==> config.mk <==
export PLATFORM = sky130hd
export DESIGN_NAME = intc_mmio_flat
export DESIGN_NICKNAME = d
export VERILOG_FILES = /design/src/rtl/intc_mmio_pkg.sv /design/src/rtl/intc_mmio_if.sv /design/src/rtl/intc_mmio_prio_enc.sv /design/src/rtl/intc_mmio.sv /design/src/flat_wrapper.sv
export SDC_FILE = /design/constraint.sdc
export NUM_CORES = 1
export LEC_CHECK = 0
export CORE_ASPECT_RATIO = 0.5
export CORE_MARGIN = 1.5
export CORE_UTILIZATION = 41
export CTS_CLUSTER_SIZE = 40
export DETAILED_ROUTE_END_ITERATION = 12
export PLACE_DENSITY = 0.95
export SLEW_MARGIN = 20
export SYNTH_ARGS = -nofsm -noshare
export SYNTH_HDL_FRONTEND = slang
export SYNTH_SLANG_ARGS = --single-unit
export TNS_END_PERCENT = 50
==> constraint.sdc <==
create_clock -name clk -period 6.35 [get_ports clk]
set_clock_uncertainty 0.2 [all_clocks]
set_input_delay 1.905 -clock clk [delete_from_list [all_inputs] [get_ports clk]]
set_output_delay 1.905 -clock clk [all_outputs]
set_load 0.02 [all_outputs]
==> src/rtl/intc_mmio_pkg.sv <==
// Shared definitions for the intc_mmio interrupt controller:
// register offsets, VECTOR layout and the default bus base address.
package intc_mmio_pkg;

  localparam logic [31:0] INTC_DEFAULT_BASE  = 32'hFFFF_FF00;
  localparam int          INTC_VEC_VALID_BIT = 31;

  typedef enum logic [2:0] {
    INTC_PEND   = 3'd0,
    INTC_MASK   = 3'd1,
    INTC_EDGE   = 3'd2,
    INTC_CTRL   = 3'd3,
    INTC_VECTOR = 3'd4
  } intc_reg_e;

  function automatic logic [31:0] intc_vector(input logic valid, input logic [4:0] id);
    logic [31:0] v;
    v = 32'd0;
    v[INTC_VEC_VALID_BIT] = valid;
    v[4:0] = valid ? id : 5'd0;
    return v;
  endfunction

endpackage

==> src/rtl/intc_mmio_if.sv <==
// Zero-wait-state CPU data-bus slave port for intc_mmio.
interface intc_mmio_if;
  logic        sel;
  logic        we;
  logic [31:0] addr;
  logic [31:0] wdata;
  logic [31:0] rdata;
  logic        ready;

  modport master (output sel, we, addr, wdata, input rdata, ready);
  modport slave  (input sel, we, addr, wdata, output rdata, ready);
endinterface

==> src/rtl/intc_mmio_prio_enc.sv <==
// Combinational lowest-index-first priority encoder (valid + 5-bit id),
// used to form the VECTOR register of intc_mmio.
module intc_prio_enc #(
  parameter int N = 8
) (
  input  logic [N-1:0] i_req,
  output logic         o_valid,
  output logic [4:0]   o_id
);

  // Scanning from the top down lets the lowest set index win.
  always_comb begin
    o_valid = 1'b0;
    o_id    = 5'd0;
    for (int i = N - 1; i >= 0; i--) begin
      if (i_req[i]) begin
        o_valid = 1'b1;
        o_id    = 5'(i);
      end
    end
  end

endmodule

==> src/rtl/intc_mmio.sv <==
// Memory-mapped interrupt controller driving the CPU's single registered INT line.
// Optional INTC_SYNC_EN adds a 2-flop synchronizer per source ahead of edge detection.
module intc_mmio
  import intc_mmio_pkg::*;
#(
  parameter int               NSRC      = 8,
  parameter logic [31:0]      BASE_ADDR = INTC_DEFAULT_BASE,
  parameter logic [NSRC-1:0]  RST_EDGE  = {NSRC{1'b1}}
) (
  input  logic             clk,
  input  logic             rst,
  input  logic [NSRC-1:0]  i_src_in,
  intc_mmio_if.slave       bus,
  output logic             o_irq
);

  logic [NSRC-1:0] r_pend;
  logic [NSRC-1:0] r_mask;
  logic [NSRC-1:0] r_edge;
  logic [NSRC-1:0] r_s_d;
  logic            r_gie;
  logic            r_irq;

  logic [NSRC-1:0] w_s;
  logic [NSRC-1:0] w_rise;
  logic [NSRC-1:0] w_w1c;
  logic [NSRC-1:0] w_pend_next;
  logic [NSRC-1:0] w_active;
  logic            w_hit;
  logic            w_wr;
  logic [2:0]      w_off;
  logic            w_vec_valid;
  logic [4:0]      w_vec_id;
  logic            w_unused;

  assign w_hit    = bus.sel && (bus.addr[31:5] == BASE_ADDR[31:5]);
  assign w_wr     = w_hit && bus.we;
  assign w_off    = bus.addr[4:2];
  assign w_unused = ^{bus.addr[1:0], bus.wdata};

`ifdef INTC_SYNC_EN
  logic [NSRC-1:0] r_sync1;
  logic [NSRC-1:0] r_sync2;

  always_ff @(posedge clk or posedge rst) begin
    if (rst) begin
      r_sync1 <= '0;
      r_sync2 <= '0;
    end else begin
      r_sync1 <= i_src_in;
      r_sync2 <= r_sync1;
    end
  end

  assign w_s = r_sync2;
`else
  assign w_s = i_src_in;
`endif

  // A rise landing in the same cycle as its W1C wins; level-mode bits just track the source.
  assign w_rise      = w_s & ~r_s_d;
  assign w_w1c       = (w_wr && (w_off == INTC_PEND)) ? bus.wdata[NSRC-1:0] : '0;
  assign w_pend_next = (r_edge & ((r_pend & ~w_w1c) | w_rise)) | (~r_edge & w_s);
  assign w_active    = r_pend & r_mask;

  always_ff @(posedge clk or posedge rst) begin
    if (rst) begin
      r_pend <= '0;
      r_mask <= '0;
      r_edge <= RST_EDGE;
      r_gie  <= 1'b0;
      r_s_d  <= '0;
      r_irq  <= 1'b0;
    end else begin
      r_s_d  <= w_s;
      r_pend <= w_pend_next;
      r_irq  <= r_gie && (|w_active);
      if (w_wr && (w_off == INTC_MASK)) r_mask <= bus.wdata[NSRC-1:0];
      if (w_wr && (w_off == INTC_EDGE)) r_edge <= bus.wdata[NSRC-1:0];
      if (w_wr && (w_off == INTC_CTRL)) r_gie  <= bus.wdata[0];
    end
  end

  intc_prio_enc #(.N(NSRC)) u_prio_enc (
    .i_req   (w_active),
    .o_valid (w_vec_valid),
    .o_id    (w_vec_id)
  );

  // Reads return pre-write state, which keeps rdata purely combinational.
  always_comb begin
    bus.rdata = 32'd0;
    if (w_hit) begin
      case (w_off)
        INTC_PEND:   bus.rdata = 32'(r_pend);
        INTC_MASK:   bus.rdata = 32'(r_mask);
        INTC_EDGE:   bus.rdata = 32'(r_edge);
        INTC_CTRL:   bus.rdata = {31'd0, r_gie};
        INTC_VECTOR: bus.rdata = intc_vector(w_vec_valid, w_vec_id);
        default:     bus.rdata = 32'd0;
      endcase
    end
  end

  assign bus.ready = 1'b1;
  assign o_irq     = r_irq;

endmodule

==> src/flat_wrapper.sv <==
// flat-port wrapper written by rule: the top's interface ports become plain ports
module intc_mmio_flat import intc_mmio_pkg::*;
#(
  parameter int               NSRC      = 8,
  parameter logic [31:0]      BASE_ADDR = INTC_DEFAULT_BASE,
  parameter logic [NSRC-1:0]  RST_EDGE  = {NSRC{1'b1}}
)
  (clk, rst, i_src_in, o_irq, bus_sel, bus_we, bus_addr, bus_wdata, bus_rdata, bus_ready);
  intc_mmio_if bus_i ();
  input  logic clk;
  input  logic rst;
  input  logic [NSRC-1:0] i_src_in;
  output logic o_irq;
  input wire logic [$bits(bus_i.sel)-1:0] bus_sel;
  input wire logic [$bits(bus_i.we)-1:0] bus_we;
  input wire logic [$bits(bus_i.addr)-1:0] bus_addr;
  input wire logic [$bits(bus_i.wdata)-1:0] bus_wdata;
  output wire logic [$bits(bus_i.rdata)-1:0] bus_rdata;
  output wire logic [$bits(bus_i.ready)-1:0] bus_ready;
  assign bus_i.sel = bus_sel;
  assign bus_i.we = bus_we;
  assign bus_i.addr = bus_addr;
  assign bus_i.wdata = bus_wdata;
  assign bus_rdata = bus_i.rdata;
  assign bus_ready = bus_i.ready;
  intc_mmio #(.NSRC(NSRC), .BASE_ADDR(BASE_ADDR), .RST_EDGE(RST_EDGE)) u_core (.clk(clk), .rst(rst), .i_src_in(i_src_in), .bus(bus_i), .o_irq(o_irq));
endmodule
; ---- Yosys cells after proc, flatten, opt, wreduce, memory -nomap -nowiden
; Index checks and enable logic that the tools add are counted.
[classes]
n_eq_ne = 5
muxes = 20
bitwise_logic = 10
n_reduce_logical = 9
[ops]
columns = cell, count
row1 = case mux 32 bit (5 select lines), 1
row2 = bitwise AND 8 bit, 5
row3 = 2-to-1 mux 5 bit, 8
row4 = 2-to-1 mux 32 bit, 1
row5 = == test 27 bit (second input constant), 1
row6 = inverter 8 bit, 3
row7 = bitwise OR 8 bit, 2
row8 = 2-to-1 mux 1 bit, 8
row9 = 2-to-1 mux 8 bit, 1
row10 = OR reduction 8 bit, 1
row11 = logical AND 1 bit, 7
row12 = == test 3 x 2 -> 1 bit (second input constant), 2
row13 = == test 3 x 1 -> 1 bit (second input constant), 1
row14 = == test 3 bit (second input constant), 1
row15 = logical NOT 3 bit, 1
row16 = 2-to-1 mux 3 bit, 1
[word_totals]
register_bits = 34
in_bits = 76
out_inout_bits = 34
word_cells = 50

; ---- Logic depth before layout (Yosys ltp)
[logic_depth]
depth_word = 12
depth_mapped = 6
mapped_depth_nobuf = 5

; ---- Hierarchy
; A second synthesis with hierarchy kept.
[unflattened]
cells_unflattened = 202
area_unflattened_um2 = 2045.7
[modules_own_cells]
columns = mod, n_inst, cells_each, area_per_inst_um2, seq_area_each_um2
row1 = intc_mmio, 1, 186, 1946.9, 860.8
row2 = intc_prio_enc, 1, 16, 98.8, 0.0

; ---- Worst setup path after synthesis
; No wires, ideal clock.
[synth_timing]
kind = in2out
startpoint = input bus_addr[8]
endpoint = output bus_rdata[3]
arrival_ns = 3.029
required_time_ns = 4.245
slack_ns = 1.216
path_stages = 5
path_buffers = 0
cell_sequence = nand4_1 nor4_2 nand2_1 or2_1 nor2_1
[synth_between]
elab_chain_len = 3
[synth_rtl]
columns = element, line
row1 = from (decl), flat_wrapper.sv:16  ; input wire logic [$bits(bus_i.addr)-1:0] bus_addr;
row2 = == test 27 bit, intc_mmio.sv:36  ; assign w_hit = bus.sel && (bus.addr[31:5] == BASE_ADDR[31:5]);
row3 = logical AND 1 bit, intc_mmio.sv:36
row4 = 2-to-1 mux 32 bit, intc_mmio.sv:93  ; if (w_hit) begin
row5 = to (decl), flat_wrapper.sv:18  ; output wire logic [$bits(bus_i.rdata)-1:0] bus_rdata;
; Every way passes these cells.

; ---- Worst setup path after layout
; Same ends and word-level chain as after synthesis.

==> summary.txt <==
Status
  – Status: finished, final reports clean

Floorplan
  – Core area: ~4400 um^2
  – Die area: ~5100 um^2
  – Die W: ~100 um
  – Initial Util: between 40 and 50%
  – Number of I/O pins: 110
  – Die Height: 51.32 um
  – FP Rows: 17

CTS
  – Post-CTS Setup Bufs: 0
  – CTS sink cnt: 34
  – Worst-Skew Late Latency: roughly 0.3 ns
  – Clock-pin slew on the worst setup and hold paths: about 0.060 ns
  – Resize count post-CTS: 0
  – H-tree levels: 2
  – CTS Buf Count: 5
  – CTS tree: yes
  – Clock Tree Buf Depth: 2
  – Hold_buf cts: 0
  – Root Driver: clkbuf_8

Timing
  – Setup-failing EPs final: 0
  – Post-Route Setup TNS: 0 ns
  – Final min period: 6.174 ns
  – FMAX: 162.0 MHz
  – Rel. slew slack: between 30% and 40%
  – Fin crit share: 97.22%
  – Hold Slack: around 0.37 ns
  – Worst setup margin: approximately 0.18 ns
  – Final Max Slew Viols: 0
  – Worst-Margin Slew: ~1 ns
  – RSZ-0062 raised after global routing: false
  – Hold Vio Cnt, Final: 0

Power
  – Clock Power Share: roughly 36%
  – Int Pwr: roughly 0.34 mW
  – Max VDD drop: roughly 0.00012 V
  – Pleak: around 1.1 nW
  – Net Switching: between 0.1 and 0.15 mW
  – Power density over the cells: roughly 180 nW/um^2
  – Logic pwr share: 15.1%
  – Sequential share of power: approximately 49%
  – Net Sw Frac: between 20% and 30%

Routing
  – ANT nets after route: 0
  – Drt via density: 5.365
  – Initial DRC Count: approximately 210
  – WL/cell: 15.80 um
  – DRC: 0
  – Vias: about 1700
  – Routed WL: around 5000 um
  – DR pass1 iterations: 5

Critical path
  – Crit path kind: in -> out
  – Crit path capture: bus_rdata[3]
  – Critical Path Sink Type: output pin
  – Startpoint types: input pin
  – Reg2Reg Launch Point: u_core.r_pend[3]$_DFF_PP0_
  – R2r setup slk: 4.84 ns
  – CP arrival: ~4 ns
  – Critical-path maximum fanout: 5
  – Crit path from: bus_addr[8]
  – Required @ worst endpoint: between 4 and 5 ns
  – FF-to-FF path depth: 4
  – RR Endpoint: u_core.o_irq$_DFF_PP0_

Synthesis
  – Count of different cell masters after synthesis: 35
  – Synth top area cells: dfrtp_1 34%, dfstp_2 11%, mux2_2 10%
  – Average size of a mapped cell: 9.919 um^2
  – Post-Synthesis Cells: about 190
  – Synth Register Bits: 34
  – Share of the synthesized area in the top cell type: between 30% and 40%
  – YS warnings: 0
  – Cell Area, Synth: between 1500 and 2000 um^2
  – Seq/Total Area, Yosys: between 40% and 50%
  – Area leader, netlist: dfrtp_1

GRT
  – First-pass GRT wire length: approximately 7600 um
  – Vias in the first global route: between 1500 and 2000
  – Gr usage total: ~20%
  – Largest net degree at the start of global routing: 35
  – Initial antenna violation count: 0
  – Overflow after GRT: 0

Cells and area
  – Ratio of cells with drive above 1 in the final layout: roughly 16%
  – # nets final: 333
  – Most frequent cells in the layout: 59 x clkdlybuf4s50_1, 27 x nand2_1, 26 x dfrtp_1
  – Area of the multi-input gates: slightly above 900 um^2
  – Synth-to-Final Area Change: 35.10%
  – Most common cell after layout, fill and taps aside: clkdlybuf4s50_1
  – Layout fillers: ~350
  – Register area: around 860 um^2
  – N_diodes: 0

Min path
  – Hold Path Class: reg -> reg
  – Hold Crit Start: u_core.r_mask[4]$_DFFE_PP0P_

Place
  – Final GP Congestion: 0.9079
  – I/O Buffers: just under 60
  – Pre-CTS setup slack: 0.1486 ns
  – DP HPWL: approximately 3800 um

Run
  – Max cap viols: 0
cell usage after synthesis, drive strengths merged:
| library cell | count |
|---|---|
| nand3 | 5 |
| mux2 | 17 |
| a32o | 1 |
| a21oi | 9 |
| or3b | 1 |
| nand4b | 1 |
| nand4bb | 1 |
| a22oi | 10 |
| a211o | 1 |
| or4 | 1 |
| a32oi | 1 |
| mux4 | 1 |
| nand2b | 1 |
| nand4 | 5 |
| or2 | 2 |
| dfrtp | 26 |
| o21ai | 2 |
| inv | 2 |
| nor2b | 2 |
| or2b | 1 |
| dfstp | 8 |
| nor3 | 3 |
| clkbuf | 3 |
| buf | 26 |
| nand2 | 27 |
| conb | 2 |
| nor4 | 2 |
| a2bb2oi | 1 |
| a31oi | 9 |
| nor2 | 15 |
| mux2i | 7 |
stage by stage:
stage	power (mW)	std cells	util, %	instance area [um^2]
floorplan	0.2690	215	-	1997
detailed placement	0.2987	307	56.12	2495
global route	0.4782	315	58.18	2586
finish	0.4627	315	58.18	2586
CTS	0.4630	315	58.18	2586
global placement	0.2958	307	56.12	2495
per-layer routing:
layer	track usage (%)	vias up	part of all wire (%)
li1	-	769	-
met3	5.472	17	8.9
met1	21.72	792	38
met5	0	-	0
met2	35.50	112	50
met4	9.624	0	3.1
state kept, by name, summed over array words and instances (netlist names):
register       flops
u_core.o_irq       1
u_core.r_edge      8
u_core.r_gie       1
u_core.r_mask      8
u_core.r_pend      8
u_core.r_s_d       8
critical path, cell delays in order:
cell,delay (ns)
clkdlybuf4s50_1,0.47
nand4_1,0.11
nor4_2,0.37
nand2_1,0.12
or2_1,0.32
nor2_1,0.15
clkdlybuf4s50_1,0.61
cell type report:
cell class              instances  share of cell area [%]
multi-input cells             150                   35.85
inverters                       2                  0.2903
flip-flops and latches         34                   33.28
clock buffers                   7                   3.338
repair buffers                 64                   24.29
clock inverters                 1                  0.1935
well taps                      57                   2.758
power by group through the flow:
stage               Sequential, mW  Combinational (mW)  Clock, mW
floorplan                    0.228              0.0407          0
global placement             0.229              0.0667          0
detailed placement           0.230              0.0692          0
CTS                          0.226              0.0696      0.168
global route                 0.226              0.0754      0.177
finish                       0.226              0.0700      0.167
worst min path at each step:
| stage | end | slack (ns) | cells past startpoint |
|---|---|---|---|
| 2_1_floorplan | u_core.o_irq$_DFF_PP0_ | 0.28 | 1 |
| 3_3_place_gp | u_core.r_gie$_DFFE_PP0P_ | 0.30 | 1 |
| 3_5_place_dp | u_core.r_mask[4]$_DFFE_PP0P_ | 0.34 | 1 |
| 4_1_cts | u_core.r_mask[4]$_DFFE_PP0P_ | 0.36 | 1 |
| 5_1_grt | u_core.r_mask[2]$_DFFE_PP0P_ | 0.39 | 1 |
| 6_report | u_core.r_mask[4]$_DFFE_PP0P_ | 0.37 | 1 |
logic make-up after synthesis:
group           synth area share, %
buf+inv                       11.24
simple gates                  16.93
flops                         44.97
other cells                  0.3923
mux                           14.84
compound gates                11.63
Note: power is estimated with default switching activity, not from simulation.
